`src/rtl/time_pkg.sv`:
```
// rtl/time_pkg.sv - shared field widths, time bus packing and set-mode FSM states
package time_pkg;

  localparam int HH_W       = 5;
  localparam int MM_W       = 6;
  localparam int SS_W       = 6;
  localparam int TIME_BUS_W = 24;

  typedef enum logic [2:0] {
    ST_IDLE,
    ST_LOAD,
    ST_ARMED,
    ST_HOLD,
    ST_REPEAT
  } state_e;

  typedef struct packed {
    logic [HH_W-1:0] hh;
    logic [MM_W-1:0] mm;
    logic [SS_W-1:0] ss;
  } time_t;

  // Bus layout: {3'b0, hh, 2'b0, mm, 2'b0, ss}
  function automatic logic [TIME_BUS_W-1:0] pack_time(input time_t t);
    return {3'b0, t.hh, 2'b0, t.mm, 2'b0, t.ss};
  endfunction

  function automatic time_t unpack_time(input logic [TIME_BUS_W-1:0] bus);
    time_t t;
    t.hh = bus[20:16];
    t.mm = bus[13:8];
    t.ss = bus[5:0];
    return t;
  endfunction

endpackage

```
`src/rtl/mod_step.sv`:
```
// rtl/mod_step.sv - combinational modulo increment/decrement of one time field
module mod_step #(
  parameter int WIDTH = 6,
  parameter int MOD   = 60
) (
  input  logic [WIDTH-1:0] val,
  input  logic             up,
  input  logic             dn,
  output logic [WIDTH-1:0] next
);

  always_comb begin
    next = val;
    if (up) begin
      next = (val == WIDTH'(MOD - 1)) ? '0 : val + WIDTH'(1);
    end else if (dn) begin
      next = (val == '0) ? WIDTH'(MOD - 1) : val - WIDTH'(1);
    end
  end

endmodule

```
`src/rtl/time_set_ctrl.sv`:
```
// rtl/time_set_ctrl.sv - set-mode controller: load on entry, step/auto-repeat fields from buttons
module time_set_ctrl
  import time_pkg::*;
#(
  parameter int HOUR_MOD      = 24,
  parameter int REPEAT_DELAY  = 50_000_000,
  parameter int REPEAT_PERIOD = 10_000_000,
  parameter int SEC_EN        = 1
) (
  input  logic                  clk,
  input  logic                  rst,
  input  logic                  set_en,
  input  logic [5:0]            button,
  input  logic [TIME_BUS_W-1:0] time_in,
  output logic [TIME_BUS_W-1:0] time_out,
  output logic                  set_done,
  output logic                  editing
);

  localparam int CNT_MAX = (REPEAT_DELAY > REPEAT_PERIOD) ? REPEAT_DELAY : REPEAT_PERIOD;
  localparam int CNT_W   = $clog2(CNT_MAX);
  localparam logic [5:0] BTN_MASK = (SEC_EN != 0) ? 6'b111111 : 6'b111100;

  state_e           state_q, state_d;
  logic             set_en_q;
  logic [5:0]       btn_q, btn_d;
  logic [CNT_W-1:0] cnt_q, cnt_d;
  logic             done_q, done_d;
  logic [HH_W-1:0]  hh_q, hh_d, hh_step, hh_load;
  logic [MM_W-1:0]  mm_q, mm_d, mm_step, mm_load;
  logic [SS_W-1:0]  ss_q, ss_d, ss_step, ss_load;
  logic [5:0]       btn_m;
  logic             btn_valid;
  logic             step;
  logic             load;
  time_t            tin;
  time_t            tcur;

  assign btn_m     = button & BTN_MASK;
  assign btn_valid = $onehot(btn_m);

  always_comb begin
    state_d = state_q;
    btn_d   = btn_q;
    cnt_d   = cnt_q;
    done_d  = 1'b0;
    step    = 1'b0;
    load    = 1'b0;
    // Leaving set mode wins over any pending step or repeat.
    if (state_q != ST_IDLE && !set_en) begin
      state_d = ST_IDLE;
      done_d  = 1'b1;
      cnt_d   = '0;
    end else begin
      unique case (state_q)
        ST_IDLE: begin
          if (set_en && !set_en_q) state_d = ST_LOAD;
        end
        ST_LOAD: begin
          load    = 1'b1;
          state_d = ST_ARMED;
        end
        ST_ARMED: begin
          if (btn_valid) begin
            step    = 1'b1;
            btn_d   = btn_m;
            cnt_d   = '0;
            state_d = ST_HOLD;
          end
        end
        ST_HOLD: begin
          if (btn_m != btn_q) begin
            cnt_d   = '0;
            state_d = ST_ARMED;
          end else if (cnt_q == CNT_W'(REPEAT_DELAY - 1)) begin
            step    = 1'b1;
            cnt_d   = '0;
            state_d = ST_REPEAT;
          end else begin
            cnt_d = cnt_q + CNT_W'(1);
          end
        end
        ST_REPEAT: begin
          if (btn_m != btn_q) begin
            cnt_d   = '0;
            state_d = ST_ARMED;
          end else if (cnt_q == CNT_W'(REPEAT_PERIOD - 1)) begin
            step  = 1'b1;
            cnt_d = '0;
          end else begin
            cnt_d = cnt_q + CNT_W'(1);
          end
        end
        default: state_d = ST_IDLE;
      endcase
    end
  end

  // Out-of-range fields on the running bus load as zero.
  always_comb begin
    tin     = unpack_time(time_in);
    hh_load = (int'(tin.hh) >= HOUR_MOD) ? '0 : tin.hh;
    mm_load = (tin.mm >= 6'd60) ? '0 : tin.mm;
    ss_load = (SEC_EN == 0 || tin.ss >= 6'd60) ? '0 : tin.ss;
  end

  mod_step #(.WIDTH(HH_W), .MOD(HOUR_MOD)) u_hh_step (
    .val  (hh_q),
    .up   (step & btn_m[5]),
    .dn   (step & btn_m[4]),
    .next (hh_step)
  );

  mod_step #(.WIDTH(MM_W), .MOD(60)) u_mm_step (
    .val  (mm_q),
    .up   (step & btn_m[3]),
    .dn   (step & btn_m[2]),
    .next (mm_step)
  );

  mod_step #(.WIDTH(SS_W), .MOD(60)) u_ss_step (
    .val  (ss_q),
    .up   (step & btn_m[1]),
    .dn   (step & btn_m[0]),
    .next (ss_step)
  );

  always_comb begin
    hh_d = load ? hh_load : hh_step;
    mm_d = load ? mm_load : mm_step;
    ss_d = (SEC_EN == 0) ? '0 : (load ? ss_load : ss_step);
  end

  always_ff @(posedge clk or negedge rst) begin
    if (!rst) begin
      state_q  <= ST_IDLE;
      set_en_q <= 1'b0;
      btn_q    <= '0;
      cnt_q    <= '0;
      done_q   <= 1'b0;
      hh_q     <= '0;
      mm_q     <= '0;
      ss_q     <= '0;
    end else begin
      state_q  <= state_d;
      set_en_q <= set_en;
      btn_q    <= btn_d;
      cnt_q    <= cnt_d;
      done_q   <= done_d;
      hh_q     <= hh_d;
      mm_q     <= mm_d;
      ss_q     <= ss_d;
    end
  end

  always_comb begin
    tcur.hh = hh_q;
    tcur.mm = mm_q;
    tcur.ss = ss_q;
  end

  assign time_out = pack_time(tcur);
  assign set_done = done_q;
  assign editing  = (state_q != ST_IDLE);

endmodule

```
`config.mk`:
```
export PLATFORM = sky130hd
export DESIGN_NAME = time_set_ctrl
export DESIGN_NICKNAME = d
export VERILOG_FILES = /design/src/rtl/time_pkg.sv /design/src/rtl/mod_step.sv /design/src/rtl/time_set_ctrl.sv
export SDC_FILE = /design/constraint.sdc
export NUM_CORES = 1
export LEC_CHECK = 0
export CAP_MARGIN = 20
export CORE_ASPECT_RATIO = 0.75
export CORE_MARGIN = 3
export CORE_UTILIZATION = 55
export DETAILED_ROUTE_END_ITERATION = 8
export PLACE_DENSITY_LB_ADDON = 0.1
export SLEW_MARGIN = 15
export SYNTH_ARGS = -nofsm -noshare
export SYNTH_HDL_FRONTEND = slang
export SYNTH_SLANG_ARGS = --single-unit
```
`constraint.sdc`:
```
create_clock -name clk -period 2.7 [get_ports clk]
set_input_delay 0.27 -clock clk [delete_from_list [all_inputs] [get_ports clk]]
set_output_delay 0.27 -clock clk [all_outputs]
set_load 0.05 [all_outputs]
```
==> results of run 1 <==
[sequential cells by signal, indices dropped and copies added, names as in the netlist]
register and count:
ss_q 6, hh_q 5, btn_q 6, set_en_q 1, set_done 1, state_q 3, cnt_q 26, mm_q 6
[synthesized netlist by cell type, drive strengths merged, types with 3 or more instances]
library cell	number	area, µm²
nor2	53	199
o41ai	3	26.3
mux2i	5	50.1
or3	7	43.8
o21bai	3	22.5
fa	3	60.1
ha	10	125
o211ai	5	37.5
nand4	9	56.3
nor2b	7	43.8
o31ai	8	60.1
xor2	4	35.0
nand2b	6	37.5
a22oi	3	22.5
nand3	22	110
buf	11	81.3
nor4	9	83.8
and3	5	32.5
a21oi	20	100
a41oi	4	53.8
nand3b	5	37.5
mux2	3	37.5
or3b	3	31.3
a31oi	5	46.3
a211oi	6	45.0
a21o	7	55.1
clkbuf	18	67.6
nor3	18	95.1
nor3b	3	22.5
nand2	47	176
dfrtp	54	1350
o21ai	36	199
xnor2	16	140
inv	23	86.3
[cells by family (layout without fill, tap and decap cells)]
| group | count (synthesis) | in the layout |
|---|---|---|
| muxes | 8 | 8 |
| and+or+nand+nor | 206 | 207 |
| other | 1 | 7 |
| xor gates and xnor gates | 20 | 20 |
| adders and majority gates | 13 | 13 |
| DFF | 54 | 54 |
| buffers and inverters | 53 | 138 |
| AOI/OAI and AO/OA | 126 | 127 |
[timing repair]
| action | in CTS | in global routing |
|---|---|---|
| hold buffers | 1 | 0 |
| endpoints found under the setup margin | 52 | 52 |
| setup buffers | 6 | 3 |
| endpoints found under the hold margin | 13 | 0 |
| pin swaps | 27 | 27 |
| resized for setup | 64 | 35 |
| cloned | 1 | 1 |
[cell type report]
type | instances | share of cell area
Tap cell | 98 | 0.0222
Timing Repair Buffer | 106 | 0.181
Clock inverter | 3 | 0.00862
Multi-Input combinational cell | 382 | 0.512
Clock buffer | 5 | 0.0125
Inverter | 24 | 0.0186
Sequential cell | 54 | 0.245
[per-layer routing]
layer | up-vias | global-route usage | wire, µm
met5 | - | 0 | 0
met4 | 0 | 0.0616 | 259
met3 | 35 | 0.0562 | 829
met2 | 178 | 0.467 | 5630
met1 | 2019 | 0.366 | 5390
li1 | 1919 | - | -
[tightest hold or removal path: cells and delay by family]
kind	cells	cell delay [ns]
buffers and inverters	2	0.15
AO/OA/AOI/OAI	1	0.06
[stage by stage]
step / instances / instance area [µm²] / setup slack, ns
global placement: 653 / 5010 / -1.42
floorplan: 487 / 4210 / -0.723
global route: 672 / 5510 / -0.807
finish: 672 / 5510 / -0.680
detailed placement: 653 / 5010 / -1.48
CTS: 669 / 5340 / -0.613
[layout by cell type (no fill, tap or decap), types with 6 or more instances in the layout]
cell type / netlist / final
sky130_fd_sc_hd__inv_1: 23 / 20
sky130_fd_sc_hd__dfrtp_1: 54 / 54
sky130_fd_sc_hd__a21oi_1: 20 / 17
sky130_fd_sc_hd__nor3_1: 17 / 11
sky130_fd_sc_hd__nand2_1: 47 / 42
sky130_fd_sc_hd__nor2b_1: 7 / 6
sky130_fd_sc_hd__buf_6: 1 / 17
sky130_fd_sc_hd__buf_4: 8 / 43
sky130_fd_sc_hd__nand4_1: 9 / 9
sky130_fd_sc_hd__nor2_1: 53 / 46
sky130_fd_sc_hd__xnor2_1: 16 / 16
sky130_fd_sc_hd__o21ai_1: 3 / 21
sky130_fd_sc_hd__o31ai_1: 8 / 8
sky130_fd_sc_hd__ha_1: 10 / 9
sky130_fd_sc_hd__nand2b_1: 6 / 6
sky130_fd_sc_hd__nand3_1: 22 / 21
sky130_fd_sc_hd__clkdlybuf4s50_1: 0 / 38
sky130_fd_sc_hd__conb_1: 1 / 7
sky130_fd_sc_hd__o21ai_0: 30 / 10
sky130_fd_sc_hd__or3_1: 7 / 7
[power by group through the flow]
stage	Sequential (W)	Combinational, W	Clock [W]
finish	0.00130	0.00267	0.000590
global route	0.00132	0.00285	0.000632
CTS	0.00127	0.00249	0.000600
detailed placement	0.00129	0.00231	0
global placement	0.00127	0.00226	0
floorplan	0.00154	0.00135	0
[final timing paths]
check | from | end | slack [ns] | depth (start not counted)
setup / recovery | button[1] | hh_q[2] | -0.68 | 15
hold / removal | button[0] | btn_q[0] | 0.19 | 3
setup reg to reg | cnt_q[22] | ss_q[3] | 0.07 | 7
hold reg to reg | btn_q[0] | btn_q[0] | 0.52 | 2
max in group asynchronous | rst | set_en_q | 1.63 | 3
min in group asynchronous | rst | hh_q[1] | 0.38 | 2
==> impl_metrics.env, run 1 <==
export IMPL_dr_total_vias=4151
export IMPL_timing_critical_path_buf_inv=4
export IMPL_fin_util=0.792
export IMPL_critical_path_slowest_cell="sky130_fd_sc_hd__fa_1"
export IMPL_worst_setup_path_type="primary input to flop"
export IMPL_synthDistinctLibCells=79
export IMPL_run_status="finished with violations"
export IMPL_flow_area_growth_from_synthesis_pct=37.0
export IMPL_synth_sequential_area_ratio=0.336
export IMPL_grt_max_degree=34
export IMPL_worst_endpoint_required_ns=2.91
export IMPL_gr_usage_all_layers=0.275
export IMPL_synthMuxAreaShare=0.0218
export IMPL_max_freq_ghz=0.296
export IMPL_worst_path_largest_cell_delay_ns=0.50
export IMPL_cellLeakagePower_nw=2.33
export IMPL_worstHoldPathType="primary input to flop"
export IMPL_place_gp_congestion=0.913
export IMPL_cts_path_max_buffers=2
export IMPL_detail_route_wirelength_um=12100
export IMPL_combinationalPowerShare=0.586
export IMPL_pin_count=59
export IMPL_h_tree_depth=2
export IMPL_switch_pwr_w=0.00221
export IMPL_path_delay_family="adder cells"
export IMPL_synth_cells=481
export IMPL_setup_slack_ns=-0.680
export IMPL_die_h_um=80.1
export IMPL_total_clock_buffers_created_by_cts=5
export IMPL_fillers=472
export IMPL_compound_gate_portion_of_the_synthesized_area=0.225
export IMPL_worst_endpoint_arrival_ns=3.59
export IMPL_overall_power_w=0.00455
export IMPL_main_combinational_cell_family_by_area_after_synthesis="simple AND/OR/NAND/NOR gates"
export IMPL_final_min_clock_period_ns=3.38
export IMPL_coreArea_um2=6960
export IMPL_p_int_w=0.00234
export IMPL_finish_net_count=619
export IMPL_grt_pass1_wl_um=18800
export IMPL_async_reset_ff_frac=1.00
export IMPL_via_count_of_the_first_global_routing_pass=3939
export IMPL_worst_clock_skew_ns=0.00936
export IMPL_synth_warnings=0
export IMPL_postSynthRegisterBits=54
export IMPL_clock_latency_ns=0.32
export IMPL_totalNegativeSetupSlack_ns=-23.64
export IMPL_final_seq_area_um2=1350
export IMPL_timing_slew_headroom=0.585
export IMPL_initial_antenna_violation_count=0
export IMPL_globalRoute_totalOverflow=0
export IMPL_drc=0
export IMPL_synthesized_area_um2=4030
export IMPL_rsz0062_at_grt="yes"
export IMPL_postSynth_topFlopCell="sky130_fd_sc_hd__dfrtp_1"
export IMPL_critical_path_endpoint_type="flop"
export IMPL_clockPowerShare=0.130
export IMPL_worstMarginPinSlew_ns=0.615
export IMPL_initialDrtViolationCount=327
export IMPL_avgSynthCellArea_um2=8.37
export IMPL_cell_breakdown_of_the_critical_path="buf_8 > inv_4 > fa_1 > fa_1 > inv_1 > ha_2 > fa_1 > nor3b_2 > nand4_1 > buf_6 > nor2_4 > a41oi_4 > mux2_4 > and3_1 > a221o_1"
export IMPL_crit_path_start_kind="primary input"
export IMPL_number_of_flops_mapped_to_enable_cells_by_yosys=0
export IMPL_std_cell_rows=26
export IMPL_tritoncts_clock_tree="yes"
export IMPL_critPathMaxFanout=3
export IMPL_setup_viol_count_final=52
export IMPL_sequentialPowerShare=0.284
export IMPL_powerDensity_nw_per_um2=826
export IMPL_design_die_area_um2=8390
export IMPL_critical_path_top_cell_by_count="sky130_fd_sc_hd__fa_1"
export IMPL_violations="setup timing"
export IMPL_detail_route_vias_per_cell=6.18
export IMPL_post_route_antenna_net_violation_count=0
export IMPL_clock_sinks=54
export IMPL_timing_final_max_slew_violations=0
export IMPL_post_synth_fa_ha_maj_area_fraction=0.0460
export IMPL_drt_first_pass_iters=5
export IMPL_initial_utilization=0.578
export IMPL_timing_hold_ws_ns=0.189
export IMPL_power_switching_share=0.486
export IMPL_maxCapViolations=0
export IMPL_vdd_ir_drop_worst_v=0.000777
export IMPL_final_count_of_hold_timing_violations=0
export IMPL_cts_clk_slew_worst_paths_ns=0.11
export IMPL_route_detailed_wl_per_inst_um=18.0
export IMPL_multi_input_area_um2=2820
export IMPL_layout_drive_gt1_share=0.244
export IMPL_die_x_um=105
export IMPL_fin_crit_sh=1.25
export IMPL_root_buffer="sky130_fd_sc_hd__clkbuf_8"
export IMPL_xor_xnor_portion_of_the_synthesized_cell_area=0.0435
export IMPL_hpwl_um=7860
export IMPL_number_of_antenna_cells_inserted=0
export IMPL_io_buffers=44
export IMPL_synth_simple_gate_area_frac=0.267
No activity file was read; power rests on OpenSTA's default activity.
==> inputs of run 2 (changes only) <==
==> constraint.sdc (replaced) <==
create_clock -name clk -period 2.7 [get_ports clk]
set_input_delay 0.27 -clock clk [delete_from_list [all_inputs] [get_ports clk]]
set_output_delay 0.27 -clock clk [all_outputs]
set_load 0.01 [all_outputs]
==> impl_metrics.env, run 2 (synthesized netlist as in run 1, its figures left out) <==
export IMPL_dr_total_vias=4446
export IMPL_pin_count=59
export IMPL_worstHoldPathType="primary input to async pin"
export IMPL_die_h_um=80.1
export IMPL_wl_met2_um=6380
export IMPL_tritoncts_clock_tree="yes"
export IMPL_run_status="finished with violations"
export IMPL_finish_net_count=634
export IMPL_hpwl_um=7680
export IMPL_setup_viol_count_final=52
export IMPL_violations="hold timing, setup timing"
export IMPL_drc=0
export IMPL_post_layout_nonfiller_instances=687
export IMPL_cts_clk_slew_worst_paths_ns=0.12
export IMPL_rr_worst_depth=7
export IMPL_cts_path_max_buffers=2
export IMPL_worst_setup_path_type="primary input to flop"
export IMPL_die_x_um=105
export IMPL_largest_reg_flops=26
export IMPL_final_common_cell="sky130_fd_sc_hd__dfrtp_1"
export IMPL_route_detailed_wl_per_inst_um=20.3
export IMPL_clock_latency_ns=0.33
export IMPL_initial_antenna_violation_count=0
export IMPL_critPathMaxFanout=5
export IMPL_std_cell_rows=26
export IMPL_rsz0062_at_grt="yes"
export IMPL_worst_endpoint_required_ns=2.90
export IMPL_routed_top_layer="met4"
export IMPL_total_clock_buffers_created_by_cts=5
export IMPL_totalNegativeSetupSlack_ns=-28.33
export IMPL_flow_area_growth_from_synthesis_pct=45.5
export IMPL_powerDensity_nw_per_um2=787
export IMPL_gr_usage_all_layers=0.276
export IMPL_design_die_area_um2=8390
export IMPL_grt_max_degree=33
export IMPL_dpl_cell_count=652
export IMPL_worst_clock_skew_ns=0.0110
export IMPL_overall_power_w=0.00461
export IMPL_globalRoute_totalOverflow=0
export IMPL_clock_sinks=54
export IMPL_fin_crit_sh=1.29
export IMPL_register_ranked_first_by_flip_flop_count="cnt_q"
export IMPL_met1_length_um=5620
export IMPL_setup_slack_ns=-0.796
export IMPL_placed_cell_area_um2=5020
export IMPL_detail_route_wirelength_um=13900
export IMPL_timing_slew_headroom=0.539
export IMPL_root_buffer="sky130_fd_sc_hd__clkbuf_8"
export IMPL_detail_route_vias_per_cell=6.47
export IMPL_grt_pass1_wl_um=19000
export IMPL_initial_utilization=0.578
export IMPL_max_freq_ghz=0.286
export IMPL_commonest_cells_after_routing_fill_and_taps_aside="54 x sky130_fd_sc_hd__dfrtp_1, 43 x sky130_fd_sc_hd__nor2_1, 41 x sky130_fd_sc_hd__nand2_1, 41 x sky130_fd_sc_hd__buf_4, 38 x sky130_fd_sc_hd__clkdlybuf4s50_1"
export IMPL_timing_hold_ws_ns=-0.0291
export IMPL_fin_util=0.841
export IMPL_wl_met3_um=1410
export IMPL_via_count_of_the_first_global_routing_pass=3939
export IMPL_fillers=375
export IMPL_final_count_of_hold_timing_violations=26
export IMPL_post_route_antenna_net_violation_count=0
export IMPL_place_gp_congestion=0.950
export IMPL_h_tree_depth=2
export IMPL_crit_path_start_kind="primary input"
export IMPL_final_min_clock_period_ns=3.50
export IMPL_maxCapViolations=0
export IMPL_number_of_antenna_cells_inserted=0
export IMPL_coreArea_um2=6960
export IMPL_final_cell_area_excluding_filler_cells_um2=5860
export IMPL_worstMarginPinSlew_ns=0.691
export IMPL_io_buffers=44
export IMPL_worst_endpoint_arrival_ns=3.70
export IMPL_timing_final_max_slew_violations=0
export IMPL_vdd_ir_drop_worst_v=0.000597
export IMPL_drt_first_pass_iters=6
export IMPL_critical_path_endpoint_type="flop"
export IMPL_cellLeakagePower_nw=2.46
export IMPL_layout_drive_gt1_share=0.307
export IMPL_initialDrtViolationCount=473
==> run 2: cell types whose count changed in the layout (fill, tap and decap cells not counted), sizes merged <==
cell and delta:
inv +1, dlygate4sd3 -1, clkbuf +1, buf +15, nor2b -1, o21ai +1, clkinv -1
==> run 2: what timing repair did <==
item / 4_1_cts / 5_1_grt
gates cloned: 1 / 3
setup endpoints to repair: 52 / 52
buffers inserted: 10 / 21
pin swaps: 23 / 46
hold buffers: 0 / 0
resized for setup: 50 / 100
==> run 2: per-stage QoR <==
step | hold WS [ns] | setup slack (ns)
2_1_floorplan | -0.0256 | -0.723
3_3_place_gp | 0.335 | -1.38
3_5_place_dp | 0.354 | -1.46
4_1_cts | 0.00208 | -0.626
5_1_grt | 0.0129 | -0.888
6_report | -0.0291 | -0.796
==> run 2: per-layer routing <==
metal / GRT usage / vias up
li1: - / 1956
met1: 0.383 / 2111
met2: 0.444 / 311
met3: 0.0514 / 68
met4: 0.0760 / 0
met5: 0 / -
==> run 2: worst paths after layout <==
kind                       startpoint  slack, ns         end
setup / recovery            button[1]      -0.80   cnt_q[25]
hold / removal                    rst      -0.03    cnt_q[6]
setup reg to reg             cnt_q[2]      -0.10   cnt_q[25]
hold reg to reg              btn_q[5]       0.52    btn_q[5]
max in group asynchronous         rst       2.13  state_q[1]
min in group clk            button[0]       0.17    btn_q[0]
==> run 2: final cells by class <==
cell class,instances,area (µm²),share of cell area
inverters,24,103,0.0175
clock inverters,3,47.5,0.00812
well taps,98,123,0.0209
repair buffers,121,1200,0.206
flip-flops and latches,54,1350,0.231
clock buffers,5,68.8,0.0117
multi-input cells,382,2960,0.505
==> run 2: power by group <==
part	switching [W]	internal (W)	total [W]
sequential	0.000314	0.000980	0.00129
combinational	0.00139	0.00132	0.00271
clock	0.000323	0.000284	0.000607
==> run 2: worst max-delay path: stages <==
cell                       delay, ns
sky130_fd_sc_hd__buf_8          0.08
sky130_fd_sc_hd__inv_4          0.03
sky130_fd_sc_hd__fa_1           0.49
sky130_fd_sc_hd__fa_1           0.49
sky130_fd_sc_hd__inv_1          0.06
sky130_fd_sc_hd__ha_2           0.17
sky130_fd_sc_hd__fa_1           0.47
sky130_fd_sc_hd__nor3b_2        0.24
sky130_fd_sc_hd__buf_4          0.19
sky130_fd_sc_hd__buf_6          0.11
sky130_fd_sc_hd__o21bai_4       0.07
sky130_fd_sc_hd__a21oi_4        0.18
sky130_fd_sc_hd__o21ai_4        0.13
sky130_fd_sc_hd__buf_6          0.16
sky130_fd_sc_hd__nor4_4         0.26
sky130_fd_sc_hd__xnor2_1        0.19
sky130_fd_sc_hd__nor2_1         0.11
